$ cat config.mk
export PLATFORM = sky130hd
export DESIGN_NAME = axil2apb_bridge
export DESIGN_NICKNAME = d
export VERILOG_FILES = /design/src/rtl/axil2apb_bridge.sv
export SDC_FILE = /design/constraint.sdc
export NUM_CORES = 1
export LEC_CHECK = 0
export BUFFER_PORTS_ARGS = -buffer_cell sky130_fd_sc_hd__buf_4
export CORE_MARGIN = 2
export CORE_UTILIZATION = 40
export DETAILED_ROUTE_END_ITERATION = 8
export GPL_TIMING_DRIVEN = 0
export PLACE_DENSITY = 0.77
export SLEW_MARGIN = 40
export SYNTH_ARGS = -nofsm -noshare
export SYNTH_HDL_FRONTEND = slang
export SYNTH_SLANG_ARGS = --single-unit
export TNS_END_PERCENT = 50
$ cat constraint.sdc
create_clock -name clk_i -period 2.1 [get_ports clk_i]
set_input_delay 0.21 -clock clk_i [delete_from_list [all_inputs] [get_ports clk_i]]
set_output_delay 0.21 -clock clk_i [all_outputs]
set_load 0.005 [all_outputs]
$ cat src/rtl/axil2apb_bridge.sv
// Single-outstanding AXI4-Lite slave to APB4 master bridge with slot decode.
// Optional APB wait timeout enabled by defining AXIL2APB_TIMEOUT_EN.
module axil2apb_bridge #(
  parameter int unsigned               AXI_LITE_AW    = 32,
  parameter int unsigned               AXI_LITE_DW    = 32,
  parameter int unsigned               APB_AW         = 32,
  parameter int unsigned               APB_DW         = 32,
  parameter logic [AXI_LITE_AW-1:0]    PERIPH_BA      = '0,
  parameter int unsigned               NUM_SLV        = 2,
  parameter int unsigned               SLV_SPAN       = 32'h1000,
  parameter int unsigned               TIMEOUT_CYCLES = 255
) (
  input  logic                         clk_i,
  input  logic                         rst_ni,
  input  logic [AXI_LITE_AW-1:0]       aw_addr,
  input  logic [2:0]                   aw_prot,
  input  logic                         aw_valid,
  output logic                         aw_ready,
  input  logic [AXI_LITE_DW-1:0]       w_data,
  input  logic [AXI_LITE_DW/8-1:0]     w_strb,
  input  logic                         w_valid,
  output logic                         w_ready,
  output logic [1:0]                   b_resp,
  output logic                         b_valid,
  input  logic                         b_ready,
  input  logic [AXI_LITE_AW-1:0]       ar_addr,
  input  logic [2:0]                   ar_prot,
  input  logic                         ar_valid,
  output logic                         ar_ready,
  output logic [AXI_LITE_DW-1:0]       r_data,
  output logic [1:0]                   r_resp,
  output logic                         r_valid,
  input  logic                         r_ready,
  output logic [APB_AW-1:0]            paddr,
  output logic [2:0]                   pprot,
  output logic [NUM_SLV-1:0]           psel,
  output logic                         penable,
  output logic                         pwrite,
  output logic [APB_DW-1:0]            pwdata,
  output logic [APB_DW/8-1:0]          pstrb,
  input  logic [NUM_SLV*APB_DW-1:0]    prdata,
  input  logic [NUM_SLV-1:0]           pready,
  input  logic [NUM_SLV-1:0]           pslverr
);

  localparam int unsigned SPAN_LG = $clog2(SLV_SPAN);
  localparam int unsigned SLOT_W  = (NUM_SLV > 1) ? $clog2(NUM_SLV) : 1;
  localparam logic [AXI_LITE_AW-1:0] SPAN_MASK = AXI_LITE_AW'(SLV_SPAN - 1);
  localparam logic [1:0] RESP_SLVERR = 2'b10;
  localparam logic [1:0] RESP_DECERR = 2'b11;

  if (AXI_LITE_DW != APB_DW) begin : g_dw_chk
    $error("AXI_LITE_DW must equal APB_DW");
  end
  if ((SLV_SPAN & (SLV_SPAN - 1)) != 0) begin : g_span_chk
    $error("SLV_SPAN must be a power of two");
  end
  if (TIMEOUT_CYCLES == 0 || TIMEOUT_CYCLES > 65535) begin : g_to_chk
    $error("TIMEOUT_CYCLES must be in 1..65535");
  end

  typedef enum logic [1:0] {ST_IDLE, ST_SETUP, ST_ACCESS, ST_RESP} state_e;

  state_e              state;
  logic                last_was_write;
  logic                txn_write;
  logic [SLOT_W-1:0]   slot_q;

  logic                wr_req_c, grant_rd_c, grant_wr_c, hs_wr_c, hs_rd_c, in_range_c;
  logic [AXI_LITE_AW-1:0] dec_addr_c, offset_c;
  logic [SLOT_W-1:0]   slot_c;
  logic                sel_ready_c, sel_err_c;
  logic [APB_DW-1:0]   sel_rdata_c;

  // Round-robin between read and write when both are pending
  assign wr_req_c   = aw_valid & w_valid;
  assign grant_rd_c = ar_valid & (~wr_req_c | last_was_write);
  assign grant_wr_c = wr_req_c & ~grant_rd_c;
  assign hs_wr_c    = aw_ready & w_ready & wr_req_c;
  assign hs_rd_c    = ar_ready & ar_valid;

  assign dec_addr_c = hs_wr_c ? aw_addr : ar_addr;
  assign offset_c   = dec_addr_c - PERIPH_BA;
  assign in_range_c = (dec_addr_c >= PERIPH_BA) &&
                      ((offset_c >> SPAN_LG) < AXI_LITE_AW'(NUM_SLV));
  assign slot_c     = SLOT_W'(offset_c >> SPAN_LG);

  assign sel_ready_c = pready[slot_q];
  assign sel_err_c   = pslverr[slot_q];
  assign sel_rdata_c = prdata[APB_DW*32'(slot_q) +: APB_DW];

`ifdef AXIL2APB_TIMEOUT_EN
  localparam int unsigned TO_RAW = $clog2(TIMEOUT_CYCLES + 1);
  localparam int unsigned TO_W   = (TO_RAW < 8) ? 8 : ((TO_RAW > 16) ? 16 : TO_RAW);
  logic [TO_W-1:0] to_cnt;
  logic            to_hit_c;
  assign to_hit_c = (to_cnt == TO_W'(TIMEOUT_CYCLES - 1));
`endif

  always_ff @(posedge clk_i or negedge rst_ni) begin
    if (!rst_ni) begin
      state          <= ST_IDLE;
      last_was_write <= 1'b1;
      txn_write      <= 1'b0;
      slot_q         <= '0;
      aw_ready       <= 1'b0;
      w_ready        <= 1'b0;
      ar_ready       <= 1'b0;
      b_valid        <= 1'b0;
      b_resp         <= '0;
      r_valid        <= 1'b0;
      r_resp         <= '0;
      r_data         <= '0;
      paddr          <= '0;
      pprot          <= '0;
      psel           <= '0;
      penable        <= 1'b0;
      pwrite         <= 1'b0;
      pwdata         <= '0;
      pstrb          <= '0;
`ifdef AXIL2APB_TIMEOUT_EN
      to_cnt         <= '0;
`endif
    end else begin
      case (state)
        ST_IDLE: begin
          if (aw_ready || ar_ready) begin
            aw_ready <= 1'b0;
            w_ready  <= 1'b0;
            ar_ready <= 1'b0;
            if (hs_wr_c || hs_rd_c) begin
              txn_write <= hs_wr_c;
              if (in_range_c) begin
                paddr  <= APB_AW'(offset_c & SPAN_MASK);
                pprot  <= hs_wr_c ? aw_prot : ar_prot;
                pwrite <= hs_wr_c;
                pstrb  <= hs_wr_c ? (APB_DW/8)'(w_strb) : '0;
                if (hs_wr_c) pwdata <= APB_DW'(w_data);
                slot_q <= slot_c;
                psel   <= NUM_SLV'(1) << slot_c;
                state  <= ST_SETUP;
              end else if (hs_wr_c) begin
                b_valid <= 1'b1;
                b_resp  <= RESP_DECERR;
                state   <= ST_RESP;
              end else begin
                r_valid <= 1'b1;
                r_resp  <= RESP_DECERR;
                r_data  <= '0;
                state   <= ST_RESP;
              end
            end
          end else if (grant_rd_c) begin
            ar_ready       <= 1'b1;
            last_was_write <= 1'b0;
          end else if (grant_wr_c) begin
            aw_ready       <= 1'b1;
            w_ready        <= 1'b1;
            last_was_write <= 1'b1;
          end
        end
        ST_SETUP: begin
          penable <= 1'b1;
          state   <= ST_ACCESS;
`ifdef AXIL2APB_TIMEOUT_EN
          to_cnt  <= '0;
`endif
        end
        ST_ACCESS: begin
          if (sel_ready_c) begin
            psel    <= '0;
            penable <= 1'b0;
            state   <= ST_RESP;
            if (txn_write) begin
              b_valid <= 1'b1;
              b_resp  <= {sel_err_c, 1'b0};
            end else begin
              r_valid <= 1'b1;
              r_resp  <= {sel_err_c, 1'b0};
              r_data  <= AXI_LITE_DW'(sel_rdata_c);
            end
          end
`ifdef AXIL2APB_TIMEOUT_EN
          // Abandon a stalled slave; any later pready is ignored
          else if (to_hit_c) begin
            psel    <= '0;
            penable <= 1'b0;
            state   <= ST_RESP;
            if (txn_write) begin
              b_valid <= 1'b1;
              b_resp  <= RESP_SLVERR;
            end else begin
              r_valid <= 1'b1;
              r_resp  <= RESP_SLVERR;
              r_data  <= '0;
            end
          end else begin
            to_cnt <= to_cnt + TO_W'(1);
          end
`endif
        end
        ST_RESP: begin
          // Arbitrate on the response handshake so the next request lands one cycle later
          if ((b_valid && b_ready) || (r_valid && r_ready)) begin
            b_valid <= 1'b0;
            r_valid <= 1'b0;
            state   <= ST_IDLE;
            if (grant_rd_c) begin
              ar_ready       <= 1'b1;
              last_was_write <= 1'b0;
            end else if (grant_wr_c) begin
              aw_ready       <= 1'b1;
              w_ready        <= 1'b1;
              last_was_write <= 1'b1;
            end
          end
        end
        default: state <= ST_IDLE;
      endcase
    end
  end

endmodule
==> flow_summary.json <==
{
  "viasPerCell": 4.87,
  "layout_min_cycle_time_ps": 2080,
  "finalHoldViolations": 0,
  "htree_num_levels": 3,
  "critPathMaxFanout": 10,
  "yosys_warnings": 0,
  "avgSynthCellArea_um2": 11.6,
  "vias": 4636,
  "utilization_pct": 65.6,
  "hpwlAfterDp_um": 11500,
  "clk-insertion-delay-late_ps": 350,
  "fin_crit_sh_pct": 98.9,
  "routedWlPerCell_um": 15.9,
  "cts.sinks": 101,
  "ant_nets": 0,
  "drv_cap": 0,
  "critPathKind": "flop to flop",
  "synth.distinct_cells": 51,
  "holdCritPathClass": "input pin to flop",
  "synth.cell_area_um2": 5190,
  "rsz0062_at_grt": "yes",
  "fin_cells": 952,
  "die_w_um": 118,
  "antenna_found_initial": 0,
  "powerDensity_nw_per_um2": 927,
  "setup_viol": 0,
  "grtUsageTotal_pct": 21.7,
  "io_buffers": 276,
  "synth_area_leaders": "dfrtp_1, mux2_2, mux2i_1",
  "synth_top_area_share_pct": 48.2,
  "fp-row-count": 41,
  "area_growth_pct": 59.6,
  "clock-root-buffer": "clkbuf_16",
  "dp_cells": 914,
  "grt_overflow": 0,
  "drc": 0,
  "report.final.slew_viol_count": 0,
  "reg2reg_depth": 7,
  "cp-end-kind": "flop",
  "synthArstFlopShare_pct": 100,
  "cts_made_buffers": 9,
  "clock_skew_ps": 10.2,
  "coreArea_um2": 12600,
  "whs_ps": 76.3,
  "cp.required_ps": 2320,
  "routed_wl_um": 15200,
  "slew_headroom_pct": 53.8,
  "dieArea_um2": 13900,
  "seq_area_um2": 2530,
  "cts_tree": "built",
  "n_antenna_cell": 0,
  "multi_input_area_um2": 2490,
  "yosysTopAreaCell": "dfrtp_1",
  "drt-pass1-iter-count": 4,
  "whs_path_depth": 2,
  "vdd_ir_drop_max_v": 0.000474,
  "clockBufferDepth": 2,
  "synth_seq_cells": 101,
  "leakagePower_nw": 4.33,
  "seq_area_frac_synth_pct": 48.7,
  "finalNetCount": 959,
  "worst-endpoint-arrival_ps": 2300,
  "io_pins": 297,
  "drt_iter0_markers": 159,
  "synth_edf_count": 0,
  "grt_pass1_vias": 4896,
  "layout-drive-gt1-share_pct": 54.7,
  "grt_max_degree": 102,
  "status": "complete, no violations",
  "start_kind": "flop",
  "synth_cells": 447,
  "ys.flop_type": "dfrtp_1",
  "dieHeight_um": 118,
  "max_slew.worst_pin.slew_ps": 694,
  "grt_pass1_wl_um": 24600,
  "fillers": 1015,
  "initial_utilization_pct": 41.1,
  "gp_congestion": 0.886,
  "fmax_mhz": 482,
  "clk_pin_slew_ps": 80
}
power breakdown:
part           internal, W  switching [W]
combinational      0.00190        0.00142
clock              0.00106       0.000743
sequential         0.00232       0.000244
total              0.00528        0.00240
final timing paths:
path | from | endpoint | slack [ps]
hold / removal | w_data[19] | pwdata[19] | 80
setup reg to reg | aw_ready | slot_q | 20
setup / recovery | aw_ready | slot_q | 20
max in group asynchronous | rst_ni | pprot[1] | 1160
min in group asynchronous | rst_ni | r_data[12] | 350
hold reg to reg | pwrite | pwrite | 480
metrics by stage:
stage	power, W	TNS, ps	area (um2)	worst slack, ps
final	0.00768	0	8280	24.1
after global routing	0.00816	-670	8280	-52.6
after CTS	0.00755	0	8080	9.17
after detailed placement	0.00547	-28960	7580	-563
after global placement	0.00535	-24690	7570	-443
after floorplan	0.00421	-1000	5280	-40.2
layer usage:
| layer | part of all wire, % | wire length (um) | global-route usage [%] | up-vias |
|---|---|---|---|---|
| met2 | 51 | 7760 | 37.7 | 206 |
| met1 | 39 | 5930 | 25.9 | 2213 |
| met5 | 0 | 0 | 0 | - |
| met4 | 2.2 | 328 | 7.83 | 0 |
| li1 | - | - | - | 2191 |
| met3 | 7.6 | 1160 | 5.77 | 26 |
final cells by class:
class	count	share of cell area, %
flip-flops and latches	101	30.5
multi-input cells	314	30.0
repair buffers	299	28.0
plain buffers	44	4.65
clock buffers	10	2.76
well taps	172	2.60
clock inverters	6	1.15
inverters	6	0.317
worst max-delay path, stage by stage (launching register included):
cell and delay, ps:
dfrtp_1 410, and4_1 220, buf_6 110, nand4_4 70, or2_4 320, a221o_1 350
buf_6 180, mux2_4 300
cell usage in the layout, fill, tap and decap left out, types with 2 or more instances in the layout:
cell	instances
inv_6	2
buf_8	3
nor2b_1	32
and2_1	2
dfrtp_1	100
nand4_1	3
mux2_4	21
clkinv_4	2
a31oi_1	4
buf_4	315
nor2_1	10
a22o_1	4
clkbuf_1	9
nand2b_1	2
o21ai_0	10
a211oi_1	2
buf_6	3
bufinv_16	2
buf_1	2
a41oi_1	2
nand2_1	55
and3_1	3
nor3_1	5
ha_1	2
buf_12	7
inv_1	4
clkbuf_16	10
a211o_1	2
or2_4	3
conb_1	20
and4_1	2
mux2_1	15
a21oi_1	4
nor4_1	8
mux2_2	46
mux2i_1	35
cells by family (layout without fill, tap and decap cells):
| logic type | Yosys count | after routing | share of synthesized area, % |
|---|---|---|---|
| flip-flops | 101 | 101 | 48.7 |
| multiplexers | 117 | 117 | 25.7 |
| buffers and inverters | 51 | 365 | 6.05 |
| AO/OA/AOI/OAI | 40 | 40 | 5.45 |
| adder cells (fa/ha/maj) | 3 | 3 | 0.723 |
| other | 1 | 20 | 0.0723 |
| AND/OR/NAND/NOR | 134 | 134 | 13.3 |
Yosys cell counts (8+ instances only):
cell      number
buf_4         21
clkbuf_1      10
dfrtp_1      100
mux2_1        20
mux2_2        46
mux2_4        16
mux2i_1       35
nand2_1       56
nor2_1        10
nor2b_1       32
nor4_1         8
o21ai_0       11
repair_timing:
| item | CTS | global route |
|---|---|---|
| endpoints found under the setup margin | 87 | 82 |
| hold endpoints to repair | 100 | 0 |
| buffers inserted | 11 | 9 |
| pin swaps | 5 | 3 |
| hold buffers | 1 | 0 |
| resized for setup | 18 | 23 |
| gates cloned | 0 | 1 |
registers in the layout, summed over array words and instances (netlist names), 2 cells and up:
register,cells
psel,2
b_resp,2
state,2
r_data,32
pstrb,4
paddr,12
pwdata,32
r_resp,2
pprot,3
No activity file was read; power rests on OpenSTA's default activity.
